$ cat src/rtl/mux_rr_lib.sv
// mux_rr_lib: registered N-channel W-bit mux with valid/ready handshake.
// Ports: clk, rst (sync, active-high); i_data/i_valid/i_ready per channel;
//   mode (0 = select by s, 1 = round-robin), s; o_data/o_chan/o_valid/o_ready.
module mux_rr_lib #(
    parameter int WIDTH    = 8,
    parameter int CHANNELS = 4,
    parameter int SEL_W    = 2
) (
    input  logic                      clk,
    input  logic                      rst,
    input  logic [CHANNELS*WIDTH-1:0] i_data,
    input  logic [CHANNELS-1:0]       i_valid,
    output logic [CHANNELS-1:0]       i_ready,
    input  logic                      mode,
    input  logic [SEL_W-1:0]          s,
    output logic [WIDTH-1:0]          o_data,
    output logic [SEL_W-1:0]          o_chan,
    output logic                      o_valid,
    input  logic                      o_ready
);

    localparam int NSEL = 2 ** SEL_W;
    localparam logic [SEL_W:0] NCH = (SEL_W + 1)'(CHANNELS);
    localparam logic [SEL_W-1:0] LAST = SEL_W'(CHANNELS - 1);

    logic [WIDTH-1:0] data_q, data_d;
    logic [SEL_W-1:0] chan_q, chan_d;
    logic             valid_q, valid_d;
    logic [SEL_W-1:0] ptr_q, ptr_d;

    // Padded to the full select range so any s/idx value indexes safely;
    // missing channels read as never valid.
    logic [NSEL-1:0]  vld_ext;
    logic [WIDTH-1:0] din [NSEL];

    logic [SEL_W-1:0] gnt;
    logic             gnt_vld;
    logic [SEL_W:0]   idx;
    logic             load_en;
    logic             take;
    logic [SEL_W-1:0] ptr_nxt;

    always_comb begin
        vld_ext = '0;
        vld_ext[CHANNELS-1:0] = i_valid;
        for (int k = 0; k < NSEL; k++) begin
            din[k] = '0;
        end
        for (int k = 0; k < CHANNELS; k++) begin
            din[k] = i_data[k*WIDTH +: WIDTH];
        end
    end

    // Round-robin scan runs from the farthest offset down to ptr itself,
    // so the last hit written is the first valid channel at or after ptr.
    always_comb begin
        gnt     = '0;
        gnt_vld = 1'b0;
        idx     = '0;
        if (mode) begin
            for (int i = CHANNELS - 1; i >= 0; i--) begin
                idx = {1'b0, ptr_q} + (SEL_W + 1)'(i);
                if (idx >= NCH) begin
                    idx = idx - NCH;
                end
                if (vld_ext[idx[SEL_W-1:0]]) begin
                    gnt     = idx[SEL_W-1:0];
                    gnt_vld = 1'b1;
                end
            end
        end else if (({1'b0, s} < NCH) && vld_ext[s]) begin
            gnt     = s;
            gnt_vld = 1'b1;
        end
    end

    assign load_en = !valid_q || o_ready;
    assign take    = load_en && gnt_vld && !rst;
    assign ptr_nxt = (gnt == LAST) ? '0 : gnt + 1'b1;

    always_comb begin
        i_ready = '0;
        for (int k = 0; k < CHANNELS; k++) begin
            i_ready[k] = take && (gnt == SEL_W'(k));
        end
    end

    always_comb begin
        data_d  = data_q;
        chan_d  = chan_q;
        valid_d = valid_q;
        ptr_d   = ptr_q;
        if (load_en) begin
            if (gnt_vld) begin
                data_d  = din[gnt];
                chan_d  = gnt;
                valid_d = 1'b1;
                if (mode) begin
                    ptr_d = ptr_nxt;
                end
            end else begin
                valid_d = 1'b0;
            end
        end
    end

    always_ff @(posedge clk) begin
        if (rst) begin
            data_q  <= '0;
            chan_q  <= '0;
            valid_q <= 1'b0;
            ptr_q   <= '0;
        end else begin
            data_q  <= data_d;
            chan_q  <= chan_d;
            valid_q <= valid_d;
            ptr_q   <= ptr_d;
        end
    end

    assign o_data  = data_q;
    assign o_chan  = chan_q;
    assign o_valid = valid_q;

endmodule

$ cat config.mk
export PLATFORM = sky130hd
export DESIGN_NAME = mux_rr_lib
export DESIGN_NICKNAME = d
export VERILOG_FILES = /design/src/rtl/mux_rr_lib.sv
export SDC_FILE = /design/constraint.sdc
export NUM_CORES = 1
export LEC_CHECK = 0
export BUFFER_PORTS_ARGS = -buffer_cell sky130_fd_sc_hd__buf_2
export CAP_MARGIN = 10
export CELL_PAD_IN_SITES_DETAIL_PLACEMENT = 1
export CELL_PAD_IN_SITES_GLOBAL_PLACEMENT = 1
export CORE_UTILIZATION = 32
export DETAILED_ROUTE_END_ITERATION = 8
export HOLD_SLACK_MARGIN = 0.03
export PLACE_DENSITY = 0.93
export SETUP_SLACK_MARGIN = 0.4
export SYNTH_ARGS = -nofsm -noshare
export SYNTH_HDL_FRONTEND = slang
export SYNTH_SLANG_ARGS = --single-unit
export TNS_END_PERCENT = 50
$ cat constraint.sdc
create_clock -name clk -period 5.9 [get_ports clk]
set_input_delay 1.475 -clock clk [delete_from_list [all_inputs] [get_ports clk]]
set_output_delay 1.475 -clock clk [all_outputs]
set_load 0.01 [all_outputs]
==> Yosys cells after proc, flatten, opt, wreduce, memory -nomap -nowiden <==
Cells that the tools add are included.
{ "totals": {"inputBits": 42, "n_memories": 0, "latchBits": 0, "mem_bits_ro": 0, "out_inout_bits": 15, "register_bits": 13, "ram_bits": 0, "word_cells": 73} }
{ "op_classes": {"multipliers": 0, "order_cmp": 10, "div": 0, "muxes": 35, "bitwise_logic": 1, "n_eq_ne": 3, "n_reduce_logical": 12, "n_addsub": 8, "shifts": 0} }
{ "ops": {"columns": ["op", "count"], "rows": [
  ["$mux W2", 15],
  ["$bmux W8 S2", 1],
  ["$mux W8", 2],
  ["$lt A2 B3 Y1 const B", 5],
  ["$ge A3 B3 Y1 const B", 4],
  ["$mux W1", 12],
  ["$bmux W1 S2", 5],
  ["$sub A2 B1 Y2 const B", 4],
  ["$add A2 B2 Y3 const B", 2],
  ["$logic_and A1 B1 Y1", 6],
  ["$eq A2 B2 Y1 const B", 2],
  ["$add A2 B1 Y3 const B", 1],
  ["$ge A2 B3 Y1 const B", 1],
  ["$not A2 Y3", 1],
  ["$reduce_and A3 Y1", 1],
  ["$add A2 B1 Y2 const B", 1],
  ["$eq A2 B1 Y1 const B", 1],
  ["$logic_not A1 Y1", 2],
  ["$logic_not A2 Y1", 1],
  ["$reduce_and A2 Y1", 1],
  ["$logic_or A1 B1 Y1", 1]
]} }

==> Depth between registers and ports, before layout <==
Gate-level depths: netlist of run 1.
{ "depth": {"ltp_word": 15, "ltp_mapped": 9, "mapped_depth_nobuf": 7} }

==> Least setup slack after synthesis of run 1 <==
No wires, ideal clock.
{ "synth_timing": {"path_kind": "input to output", "startpoint": "input port i_valid[1]", "endpoint": "output port i_ready[1]", "setup_slack_ns": 1.544, "path_stages": 8, "t_arrival_ns": 2.881, "path_buffers": 2, "required_ns": 4.425, "path_cell_list": "buf_2 > or4b_1 > o311ai_1 > o32a_2 > buf_6 > inv_1 > ha_1 > nor3b_1"} }
{ "synth_via": {"elab_chain_cells": 10, "word_cells_on_any_way": 26, "classes_between": "1 x eq/ne; 22 x mux; 3 x reduce/logical"} }
{ "synth_rtl": {"columns": ["item", "line", "rtl"], "rows": [
  ["start: declaration", "12", "input logic [CHANNELS-1:0] i_valid,"],
  ["$bmux W1 S2", "66", "if (vld_ext[idx[SEL_W-1:0]]) begin"],
  ["$mux W1 (not written as such)", "66", null],
  ["$mux W1 (4 in a row)", "66", null],
  ["$mux W1", "60", "if (mode) begin"],
  ["$logic_and A1 B1 Y1 (2 in a row)", "78", "assign take = load_en && gnt_vld && !rst;"],
  ["$logic_and A1 B1 Y1 (*)", "84", "i_ready[k] = take && (gnt == SEL_W'(k));"],
  ["end: declaration", "13", "output logic [CHANNELS-1:0] i_ready,"]
]} }
Every way passes the cells marked *; elsewhere a longest branch is shown, timed or not. The select of a mux whose other input is x is not followed.

==> Final worst setup path of run 1 <==
Same ends and word-level chain as after synthesis.

==> metrics.txt, run 1 <==
outcome complete, no violations; min-delay worst type flop to flop; CTS max path bufs 2; Die Wd between 50 and 60 um; Internal Power 0.168 mW; H-tree depth 1; Pleak between 0.6 and 0.7 nW; smallest hold slack about 0.46 ns; Vias 957; Crit. Startpoint i_valid[1]; CP startpoint kind input port; Ys Warns 0; Sw Share between 30% and 40%; CTS clk-pin slew, worst paths 0.08 ns; post-synth top area cell dfxtp_1; top post-synthesis cells by area dfxtp_1 28%, mux2i_1 21%, o221ai_2 13%; final hold viol count 0; num rows 19; sequential group share of total power 41.9%; core region area ~0.0028 mm^2; Resized cells post-CTS 0; Tot Pwr 0.250 mW; Synth async-reset ratio 0%; Worst R2R Start ptr_q[0]; post-synthesis net count approximately 140; Die Span Y approximately 56 um; EDFF count, synth 0; Vias/cell 5.32; R2R setup slack between 3 and 4 ns; FMAX a little over 200 MHz; HPWL after DPL about 2000 um; GP Congestion slightly below 0.8; initial antenna violation count 0; Crit Path Class input port to output port; RSZ-0062 raised after global routing no; total track usage roughly 17%; Req. time, crit path about 4.4 ns; Placed Instances about 180; # port buffers 56; Worst slew margin roughly 64%; Final Slew Violations 0; Post-synth top flop dfxtp_1; layout cell share with drive strength beyond 1 about half; Logic pwr share 37.0%; violation count after the first detailed-routing iteration 19; Final Non-Filler Cells 180; largest net degree at the start of global routing 21; most frequent cells in the layout 56 x buf_2, 20 x mux2i_1, 13 x dfxtp_1, 9 x nand3b_1, 8 x o221ai_2; # Max-Cap Violations 0; io pins 57; syn_area_per_cell 9.81 um^2; Tmin final between 4 and 5 ns; post-placement setup slack between 0.9 and 1 ns; worst slew pin tran 0.537 ns; CTS tree yes; Post-Route WL 2570 um; NetSw 0.0820 mW; layout overhead on the synthesized area 31.7%; Yosys reg bits 13; Mapped Cells between 90 and 100; Layout Skew 0.00538 ns; CP Data Arrival Time between 3 and 4 ns; global-route wire length before repair approximately 4400 um; most common cell after layout, fill and taps aside buf_2; CTS Buf Count 3; worst hold start o_chan[0]; Synth top area share between 20% and 30%; die area between 0.003 and 0.004 mm^2; final setup margin 0.983 ns; total clock sinks 13; CTS Hold Buffers Added 0; DR WL/cell 14.3 um; Root Buffer clkbuf_4; Ant. Diodes 0; # setup viols final 0; Final TNS setup 0 ns; post-CTS setup buffer count 0; number of global-route vias before repair 970; Synth cell types 32; Routed Antenna Nets 0; sequential element share of the synthesized area ~28%; Initial Util 33.9%; Pre-Repair DR Iteration Count 4; Crit Path Max Fanout 20; grt total ovfl 0; clock network power share between 20% and 30%; final cycle utilization of the critical path ~83%; insertion delay to the later sink of the worst-skew pair around 0.27 ns; FILL cells between 300 and 400; Nets 193; peak supply drop 0.000115 V; Cell Pwr Density approximately 200 mW/mm^2; drt drc 0; synthesized cell area about 940 um^2; CP endpoint kind output port
==> layer usage <==
metal	GRT usage, %	wire (um)	part of all wire [%]
met1	22.3	1180	46
met2	28.9	1190	46
met3	3.23	179	7.0
met4	5.57	17	0.66
met5	0	0	0
==> area by class of cell <==
type | count | area [um^2] | area share (%)
Tap cell | 31 | 38.8 | 3.13
Sequential cell | 13 | 260 | 21.0
Timing Repair Buffer | 56 | 280 | 22.6
Multi-Input combinational cell | 72 | 621 | 50.0
Inverter | 4 | 15.0 | 1.21
Clock buffer | 4 | 26.3 | 2.12
==> cells in the mapped netlist (2+ instances only) <==
cell and instances:
buf_6 2, dfxtp_1 13, mux2i_1 20, nand3b_1 9
nor3b_1 2, nand2_1 2, nor2_1 6, or3_1 2
a21oi_1 5, inv_1 3, o221ai_2 8, buf_2 4
==> final timing paths <==
check / endpoint / depth (start not counted)
worst max register to register: ptr_q[1] / 7
worst min-delay path: o_chan[0] / 2
worst min register to register: o_chan[0] / 2
worst max-delay path: i_ready[1] / 8
==> kinds of logic after synthesis <==
family	share of synthesized area, %
AOI/OAI and AO/OA	23.8
adders and majority gates	1.33
buffers and inverters	6.51
DFF	27.6
muxes	22.4
and+or+nand+nor	18.3
==> state kept, by name, summed over array words and instances (netlist names) <==
register	cells
o_chan	2
ptr_q	2
o_data	8
o_valid	1
==> through the flow <==
step	instance area [um^2]	utilization, %
final	1240	44.6
after global routing	1240	44.6
after CTS	1240	44.6
after detailed placement	1210	43.7
after global placement	1210	43.7
after floorplan	942	-
==> critical path: stages <==
cell and delay (ns):
buf_2 0.15, or4b_1 0.48, o311ai_1 0.11, o32a_2 0.55
inv_1 0.17, ha_1 0.21, nor3b_1 0.14, buf_2 0.15
==> power by group through the flow <==
stage	logic, mW	clock network, mW	registers, mW
final	0.0927	0.0528	0.105
after global routing	0.103	0.0592	0.106
after floorplan	0.0590	0	0.110
after CTS	0.0945	0.0546	0.105
after detailed placement	0.0941	0	0.107
after global placement	0.0905	0	0.106
No activity file was read; power rests on OpenSTA's default activity.
==> run 2, diff against run 1 <==
- ABC_AREA: unset -> 1
- CORE_UTILIZATION: 32 -> 29
- PLACE_DENSITY: 0.93 -> 0.89
- clock period: 5.9 -> 5 ns (I/O delays scaled with it)
==> run 2 against run 1 <==
- synthesized cell count grew 130%
- cell count up 77%
- wire length rose by 45%
- worst hold slack gained 0.018 ns
- total power increased by 64%
- synthesized area is 27% higher
- critical endpoint unchanged
- clock-buffer cell count did not move
==> metrics.txt, run 2 <==
total track usage 18.4%; Ant. Diodes 0; synthesized cell area about 0.0012 mm^2; Synth cell types 26; NetSw approximately 0.17 mW; Pleak ~0.93 nW; Worst path slowest cell nand2_4; Logic pwr share between 40% and 50%; peak supply drop 0.000159 V; smallest hold slack about 0.47 ns; multi-input logic area approximately 710 um^2; post-placement setup slack around 0.80 ns; CTS tree yes; num rows 22; final cycle utilization of the critical path between 80% and 90%; Die Span Y ~66 um; FILL cells ~550; CTS max path bufs 2; post-CTS setup buffer count 0; Final Slew Violations 0; hold depth 2; global-route wire length before repair 6340 um; Largest stage delay, worst path around 0.34 ns; # setup viols final 0; CTS Hold Buffers Added 0; CTS clk-pin slew, worst paths around 0.060 ns; total clock sinks 13; number of global-route vias before repair approximately 1500; min-delay worst type flop to flop; final hold viol count 0; crit path buf inv count 5; Register Area around 260 um^2; max FFs per register 8; io pins 57; worst-path cell chain buf_2 > inv_1 > o21ai_1 > nand2_1 > o21ai_1 > inv_1 > nor2_1 > nand2_1 > nand2_4 > ha_1 > inv_1 > nor2_1 > buf_2; Layout Skew between 0.0015 and 0.002 ns; insertion delay to the later sink of the worst-skew pair 0.24 ns; die area ~0.0044 mm^2; Vias 1486; Pre-Repair DR Iteration Count 4; Crit Path Class input port to output port; Routed Antenna Nets 0; post-synth top area cell dfxtp_1; Resized cells post-CTS 0; largest net degree at the start of global routing 25; # port buffers between 50 and 60; top post-synthesis cells by area dfxtp_1 22%, nand2_1 16%, nand3_1 15%; Post-synth top flop dfxtp_1; count leader, synth nand2_1; initial antenna violation count 0; CP endpoint kind output port; CP startpoint kind input port; Root Buffer clkbuf_8; RSZ-0062 raised after global routing no; final setup margin ~0.8 ns; R2R depth 13; Synth top area share a little over a fifth; layout cell share with drive strength beyond 1 around 27%; Cell Pwr Density ~270 mW/mm^2; GP Congestion 0.820; EDFF count, synth 0; layout overhead on the synthesized area 27.7%; Internal Power between 0.2 and 0.25 mW; sequential group share of total power 31.6%; CTS Buf Count 3; H-tree depth 1; Post-Route WL between 3000 and 4000 um; Tmin final ~4.2 ns; Sw Share about two fifths; CP Data Arrival Time slightly below 3 ns; worst slew pin tran about 0.43 ns; placed cell areas ~0.0015 mm^2; violation count after the first detailed-routing iteration 54; Worst slew margin 71.4%; Mapped Cells around 220; Crit Path Max Fanout 24; Initial Util about a third; DR WL/cell between 10 and 15 um; Ys Warns 0; syn_area_per_cell roughly 5.5 um^2; post-synthesis net count 260; delay-heaviest family, CP simple AND/OR/NAND/NOR gates; Nets 314; Final TNS setup 0 ns; sequential element share of the synthesized area 21.8%; drt drc 0; Worst path depth 13; Yosys reg bits 13; Crit path top cell by count inv_1; HPWL after DPL 3070 um; most common cell after layout, fill and taps aside buf_2; most frequent cells in the layout 56 x buf_2, 51 x nand2_1, 44 x inv_1, 36 x nand3_1, 32 x nor2_1; Req. time, crit path between 3 and 4 ns; outcome complete, no violations; clock network power share a little under a quarter; Synth async-reset ratio 0%; grt total ovfl 0; Die Wd 66.2 um; core region area 0.00380 mm^2; # Max-Cap Violations 0; FMAX approximately 240 MHz; Synth top cells by count 51 x nand2_1, 44 x inv_1, 36 x nand3_1, 32 x nor2_1, 13 x dfxtp_1; Vias/cell 4.67; fin area between 0.0015 and 0.002 mm^2
run 2: cell count changes after synthesis, moves of 3 or more:
cell / before / now
o21ai_1: 1 / 4
buf_2: 4 / 1
nor2_1: 6 / 32
nand2_1: 2 / 51
nand2_2: 0 / 7
nand3b_1: 9 / 0
nand3_1: 0 / 36
o21ai_0: 1 / 5
o221ai_2: 8 / 0
mux2i_1: 20 / 0
inv_1: 3 / 44
run 2: final timing paths:
check / startpoint / endpoint / slack, ns
worst max-delay path: i_valid[2] / i_ready[1] / 0.79
worst min-delay path: o_chan[1] / o_chan[1] / 0.47
worst max register to register: ptr_q[0] / o_data[7] / 2.88
worst min register to register: o_chan[1] / o_chan[1] / 0.47
run 2: worst reg2reg max path, stage by stage (launching register included):
cell     delay (ns)
dfxtp_1        0.53
inv_4          0.09
nand2_2        0.10
nand3_1        0.10
nand2_1        0.10
nand3_2        0.09
a21oi_2        0.14
nand2_2        0.16
nand2_4        0.27
inv_1          0.15
nand2_1        0.08
nand3_1        0.08
nand2_1        0.07
nor2_1         0.04
run 2: cell type report:
cell class / instances / share of cell area, %
timing repair buffer: 56 / 18.3
sequential: 13 / 17.0
clock buffer: 4 / 2.95
multi-input combinational: 151 / 46.3
inverter: 46 / 11.5
tap: 48 / 3.93
run 2: layer usage:
| layer | share of wire (%) | vias up | GRT usage (%) |
|---|---|---|---|
| li1 | - | 767 | - |
| met1 | 47 | 683 | 23.1 |
| met2 | 49 | 34 | 32.5 |
| met3 | 4.1 | 2 | 3.79 |
| met4 | 0.22 | 0 | 2.93 |
| met5 | 0 | - | 0 |
run 2: cells by family (layout without fill, tap and decap cells):
family	Yosys count	after routing	synth area share, %
DFF	13	13	21.8
adders and majority gates	1	1	1.05
and+or+nand+nor	134	134	49.9
AOI/OAI and AO/OA	16	16	8.16
buffers and inverters	53	106	19.1
run 2: through the flow:
step	power, mW	utilization (%)	std cells
6_report	0.409	40.2	318
3_3_place_gp	0.309	39.0	314
2_1_floorplan	0.264	-	217
4_1_cts	0.413	40.2	318
3_5_place_dp	0.316	39.0	314
5_1_grt	0.444	40.2	318
run 2: power by group through the flow:
stage / logic, mW / registers, mW / clock network (mW)
after global placement: 0.178 / 0.131 / 0
after detailed placement: 0.185 / 0.131 / 0
after global routing: 0.210 / 0.131 / 0.103
after floorplan: 0.131 / 0.133 / 0
after CTS: 0.187 / 0.129 / 0.0972
final: 0.185 / 0.129 / 0.0951
